$ cat src/rtl/if_id_hazard_stage.sv
// rtl/if_id_hazard_stage.sv - IF/ID pipeline register with load-use hazard detection and flush control
module if_id_hazard_stage #(
  parameter int          XLEN      = 64,
  parameter int          CNT_W     = 16,
  parameter logic [31:0] NOP_INSTR = 32'h0000_0013
) (
  input  logic             clk,
  input  logic             rst,
  input  logic [XLEN-1:0]  pc_in,
  input  logic [31:0]      instr_in,
  input  logic             fetch_valid,
  input  logic             flush,
  input  logic             idex_MemRead,
  input  logic [4:0]       idex_rd,
  output logic [XLEN-1:0]  pc_out,
  output logic [31:0]      instr_out,
  output logic             valid_out,
  output logic [4:0]       rs1_out,
  output logic [4:0]       rs2_out,
  output logic [4:0]       rd_out,
  output logic             bubble,
  output logic             pc_write,
  output logic             fetch_ready,
  output logic [CNT_W-1:0] stall_count,
  output logic [CNT_W-1:0] flush_count
);

  localparam logic [CNT_W-1:0] CNT_ONE = 1;
  localparam logic [CNT_W-1:0] CNT_MAX = '1;

  logic [XLEN-1:0]  pc_q;
  logic [31:0]      instr_q;
  logic             valid_q;
  logic [CNT_W-1:0] stall_q;
  logic [CNT_W-1:0] flush_q;
  logic             hazard;
  logic             stall;

  assign pc_out    = pc_q;
  assign instr_out = instr_q;
  assign valid_out = valid_q;
  assign rs1_out   = instr_q[19:15];
  assign rs2_out   = instr_q[24:20];
  assign rd_out    = instr_q[11:7];

  // Both source fields are compared unconditionally; a false stall on an
  // instruction that ignores rs2 costs one cycle and saves a decoder here.
  assign hazard = valid_q & idex_MemRead & (idex_rd != 5'd0) &
                  ((idex_rd == rs1_out) | (idex_rd == rs2_out));
  assign stall  = hazard & ~flush;

  assign bubble      = flush | hazard | ~valid_q;
  assign pc_write    = ~stall;
  assign fetch_ready = ~stall;

  assign stall_count = stall_q;
  assign flush_count = flush_q;

  always_ff @(posedge clk or posedge rst) begin
    if (rst) begin
      pc_q    <= '0;
      instr_q <= NOP_INSTR;
      valid_q <= 1'b0;
    end else if (flush) begin
      pc_q    <= pc_in;
      instr_q <= NOP_INSTR;
      valid_q <= 1'b0;
    end else if (!stall) begin
      pc_q    <= pc_in;
      instr_q <= fetch_valid ? instr_in : NOP_INSTR;
      valid_q <= fetch_valid;
    end
  end

  always_ff @(posedge clk or posedge rst) begin
    if (rst) begin
      stall_q <= '0;
      flush_q <= '0;
    end else begin
      if (stall && (stall_q != CNT_MAX)) stall_q <= stall_q + CNT_ONE;
      if (flush && (flush_q != CNT_MAX)) flush_q <= flush_q + CNT_ONE;
    end
  end

endmodule
$ cat config.mk
export PLATFORM = sky130hd
export DESIGN_NAME = if_id_hazard_stage
export DESIGN_NICKNAME = d
export VERILOG_FILES = /design/src/rtl/if_id_hazard_stage.sv
export SDC_FILE = /design/constraint.sdc
export NUM_CORES = 1
export LEC_CHECK = 0
export CAP_MARGIN = 5
export CORE_UTILIZATION = 38
export CTS_BUF_LIST = sky130_fd_sc_hd__clkbuf_16
export DETAILED_ROUTE_END_ITERATION = 6
export PLACE_DENSITY = 0.82
export REMOVE_ABC_BUFFERS = 1
export SLEW_MARGIN = 0
export SYNTH_ARGS = -nofsm -noshare
export SYNTH_HDL_FRONTEND = slang
export SYNTH_SLANG_ARGS = --single-unit
$ cat constraint.sdc
create_clock -name clk -period 3.9 [get_ports clk]
set_input_delay 0.585 -clock clk [delete_from_list [all_inputs] [get_ports clk]]
set_output_delay 0.585 -clock clk [all_outputs]
set_load 0.02 [all_outputs]
[Yosys cells after proc, flatten, opt, wreduce, memory -nomap -nowiden]
Cells that the tools add are included.
Word-level totals
  input bits: 106
  bits in registers: 129
  output and inout bits: 147
  word-level logic and storage cells: 32
Cells by class
  $add $sub $neg: 2
  mux-type cells: 7
  reduce and logical (&&, ||, !) cells: 3
  bitwise operators: 10
  equality and inequality tests: 5
Operator list (count)
  two-way mux 64 bit: 2
  two-way mux 32 bit: 3
  adder 16 x 1 -> 16 bit (second input constant): 2
  inequality test 16 bit (second input constant): 2
  == test 5 bit: 2
  nonzero test 5 bit: 1
  bitwise AND 1 bit: 4
  inverter 1 bit: 3
  bitwise OR 1 bit: 3
  logical AND 1 bit: 2
  two-way mux 1 bit: 2
  inequality test 2 bit (second input constant): 1

[Logic depth before layout (Yosys ltp)]
Gate-level depths: netlist of run 1.
  depth after elaboration: 6
  depth in mapped cells: 7
  depth with buffers taken out: 6

[Least setup slack after synthesis of run 1]
Ideal clock, no wire load.
  path type: input -> output
  start: input port idex_rd[1]
  end: output port pc_write
  cell stages on the path: 6
  data required time: 3.315 ns
  arrival: 2.032 ns
  buffers on the path: 3
  path slack: 1.283 ns
  path through: or4_1 o211ai_2 or3_1 buf_4 buf_6 buf_4
On the way
  longest elaborated chain between the ends: 5
  elaborated cells between the ends (all ways): 8
  classes of those cells: 2 x eq/ne; 5 x bitwise; 1 x reduce/logical
RTL lines
  start: declaration: line 14  | input logic [4:0] idex_rd,
  == test 5 bit or nonzero test 5 bit (tied branches): line 49, 48
  bitwise OR 1 bit or bitwise AND 1 bit (tied branches): line 49, 48
  bitwise AND 1 bit (*): line 48  | assign hazard = valid_q & idex_MemRead & (idex_rd != 5'd0) &
  bitwise AND 1 bit (*): line 50  | assign stall = hazard & ~flush;
  inverter 1 bit (*)
  end: declaration: line 22  | output logic pc_write,
Mark *: on every way between the ends. The rest lies on a longest branch, timed or not.

[Worst setup path after layout of run 1]
  start: input port idex_rd[0]
  end: output port fetch_ready
On the way
  longest elaborated chain between the ends: 5
  elaborated cells between the ends (all ways): 8
  classes of those cells: 2 x eq/ne; 5 x bitwise; 1 x reduce/logical
RTL lines
  == test 5 bit or nonzero test 5 bit (tied branches): line 49, 48
  bitwise OR 1 bit or bitwise AND 1 bit (tied branches): line 49, 48
  bitwise AND 1 bit (*): line 48
  bitwise AND 1 bit (*): line 50
  inverter 1 bit (*): line 54  | assign fetch_ready = ~stall;
  end: declaration: line 23  | output logic fetch_ready,
Marks and branches as above.

==> summary.txt, run 1 <==
Lkg Pwr = 3.52 nW
Max VDD drop = 253 uV
Number of H-tree levels = 4
CTS tree = built
Buffers on Ports = 252
Routed Antenna Nets = 0
Cell count after synthesis = 474
Max Clock Freq = 289 MHz
Worst skew pair latency = 0.41 ns
Top Usage Layer GRT = met2
CP required = 3.31 ns
Pwr Density = 408 mW/mm^2
Compound-cell area share of the yosys netlist = 0.0791
Xor-xnor portion of the synthesized cell area = 0.0599
Starting Density = 0.391
Final net count = 816
Critical path startpoint category = primary input
Die area = 0.0155 sq mm
Top cells by area, synth = dfrtp_1 (55%), mux2_1 (9.7%), xnor2_1 (5.1%)
Largest net degree at the start of global routing = 76
Via count = 4,739
Overflow left after global routing = 0
Clk sinks = 129
Max-slew headroom = 0.150
CORE AREA = 0.0146 sq mm
Synth-to-layout area growth = 54.7%
Final Cycle Share = 0.887
Final Core Density = 0.604
# setup viols final = 0
Routability cong. = 0.823
Site Rows = 44
Global routing usage on met2 = 0.368
Worst EP arrival = 2.88 ns
Number of buffers created by CTS = 17
Synth area leader = dfrtp_1
CTS hold repair buffers = 0
Top cell type's share of synthesized area = 0.553
Root Driver = clkbuf_16
Largest stage delay, worst path = 0.59 ns
Vias per cell = 5.24
# diodes = 0
Post-Synthesis Cell Area = 0.00570 sq mm
Overall Power = 3.60 mW
I/O Pins = 253
Critical-path maximum fanout = 4
Gr usage total = 0.216
RSZ-0062 raised after global routing = false
Fillcell total = 1,146
Drt drc = 0
Die span in x = 124 um
Hold Vio Cnt, Final = 0
Mean Syn Cell Area = 12.0 sq um
Main combinational cell family by area after synthesis = multiplexers
Max Clock Skew = 0.00931 ns
Commonest non-fill, non-tap cell in the layout = clkdlybuf4s50_1
Post-DP HPWL = 11,300 um
Register area share after synthesis = 0.567
Post-CTS setup repair buffer count = 0
Number of DRC markers in iteration 0 = 262
Worst Max-Slew Pin Slew = 1.27 ns
Run status = finished, final reports clean
Met3 Resource Use GR = 0.0631
Post-synthesis adder-cell area fraction = 0.00439
DRT Wirelength = 16,000 um
Post-synthesis mux area share = 0.134
Post-CTS resize count = 0
CP cell instances = clkdlybuf4s50_1 -> xnor2_1 -> nand3_1 -> o22a_1 -> or3_2 -> clkdlybuf4s50_1
Met1 usage = 0.254
FF+latch count, synth = 129
Die Y = 124 um
Most frequent CP cell = clkdlybuf4s50_1
Synth Area in Simple Gates = 0.105
Distinct cells, synth = 38
Drt pass-1 iters = 4
Ys Warns = 0
Global-route wire length before repair = 26,500 um
Crit. End Element = output port
Clk pin slew, worst setup/hold paths = 0.05 ns
Fin crit period = 3.46 ns
Hold crit path type = register to register
Max_cap viols = 0
Number of global-route vias before repair = 5,054
Crit Path Class = primary input to output port
Slowest-stage cell, CP = clkdlybuf4s50_1
Max-slew violations = 0
Highest-count cells in the layout ignoring fill and taps = clkdlybuf4s50_1 (251), dfrtp_1 (126), nand3_1 (49), mux2_1 (49), xnor2_1 (33)
Drt wl/cell = 17.6 um
Initial antenna violation count = 0
Layout cells sized above 1 = 0.0846
Longest Clk Path Bufs = 2
==> state kept, by name (all words and copies together), names as in the netlist <==
register and count:
pc_out 64, instr_out 32, flush_count 16, stall_count 16, valid_out 1
==> per-layer routing <==
layer / up-vias / wire length [um]
met2: 238 / 7970
met5: - / 0
met1: 2317 / 6560
met4: 0 / 297
li1: 2159 / -
met3: 25 / 1130
==> path summary, 6_finish.rpt <==
kind	start	end	slack (ns)	cells after the start
min in group asynchronous	rst	pc_out[41]	0.64	2
min reg2reg	pc_out[8]	pc_out[8]	0.48	1
min	pc_out[8]	pc_out[8]	0.48	1
max	idex_rd[0]	fetch_ready	0.44	6
max reg2reg	instr_out[21]	pc_out[21]	1.36	6
max in group asynchronous	rst	instr_out[4]	2.36	3
==> power by group <==
group,internal [mW],total [mW],switching [mW]
Combinational,0.321,0.614,0.293
Sequential,1.42,1.51,0.0805
Clock,0.922,1.48,0.556
Total,2.67,3.60,0.929
==> synth_stat cells <==
library cell    n
o211ai_1       29
and3_1          2
o22ai_1         1
a2111oi_0       1
o31ai_1         1
o211ai_2        1
or2_2           1
nand2b_1        2
buf_2           2
mux2_1         49
a21oi_1        31
nor3_1          1
nand2_1        15
or3_1           1
xor2_1          6
inv_1           4
o211a_1         1
o311a_1         1
and4_1          3
o31a_1          1
o22a_1          1
dfstp_2         3
ha_1            2
mux2i_1         3
mux2_2         16
or4_1           2
nand3_1        49
clkbuf_1       21
nand3b_1        2
o21ai_0         1
nor3_2          1
nor2_1         22
nand4_1        13
buf_6           5
nor4_1          4
dfrtp_1       126
buf_4          17
xnor2_1        33
==> worst max-delay path: cells and delay by family <==
family | cells | cell delay [ns]
compound gates | 1 | 0.26
xor+xnor | 1 | 0.16
buf+inv | 2 | 1.16
simple gates | 2 | 0.71
==> kinds of logic after synthesis <==
| logic type | count (synthesis) |
|---|---|
| adder cells (fa/ha/maj) | 2 |
| multiplexers | 68 |
| XOR/XNOR | 39 |
| AND/OR/NAND/NOR | 118 |
| buffers and inverters | 49 |
| flip-flops | 129 |
| AO/OA/AOI/OAI | 69 |
==> area by class of cell <==
| class | instances | area (sq um) | share of cell area |
|---|---|---|---|
| clock inverter | 15 | 129 | 0.0146 |
| clock buffer | 17 | 425 | 0.0482 |
| tap | 184 | 230 | 0.0261 |
| inverter | 4 | 17.5 | 0.00199 |
| sequential | 129 | 3230 | 0.367 |
| timing repair buffer | 260 | 2590 | 0.294 |
| multi-input combinational | 296 | 2190 | 0.249 |
==> stage by stage <==
stage | instance area (sq um) | setup TNS, ns | hold WS (ns) | setup slack (ns) | cells
finish | 8820 | 0 | 0.480 | 0.439 | 905
global route | 8820 | 0 | 0.500 | 0.381 | 905
CTS | 8820 | 0 | 0.486 | 0.421 | 905
detailed placement | 8260 | 0 | 0.474 | 0.428 | 873
global placement | 8260 | 0 | 0.466 | 0.482 | 873
floorplan | 5430 | -37.76 | 0.554 | -0.387 | 429
(Power assumes the default switching activity.)
==> run 2: changes to the inputs <==
--- a/config.mk
+++ b/config.mk
@@ -5,6 +5,7 @@
 export SDC_FILE = /design/constraint.sdc
 export NUM_CORES = 1
 export LEC_CHECK = 0
+export ABC_CLOCK_PERIOD_IN_PS = 3900
 export CAP_MARGIN = 5
 export CORE_UTILIZATION = 38
 export CTS_BUF_LIST = sky130_fd_sc_hd__clkbuf_16
==> results of run 2 <==
Same layout as run 1: the final DEF is identical, and so are final timing and power.
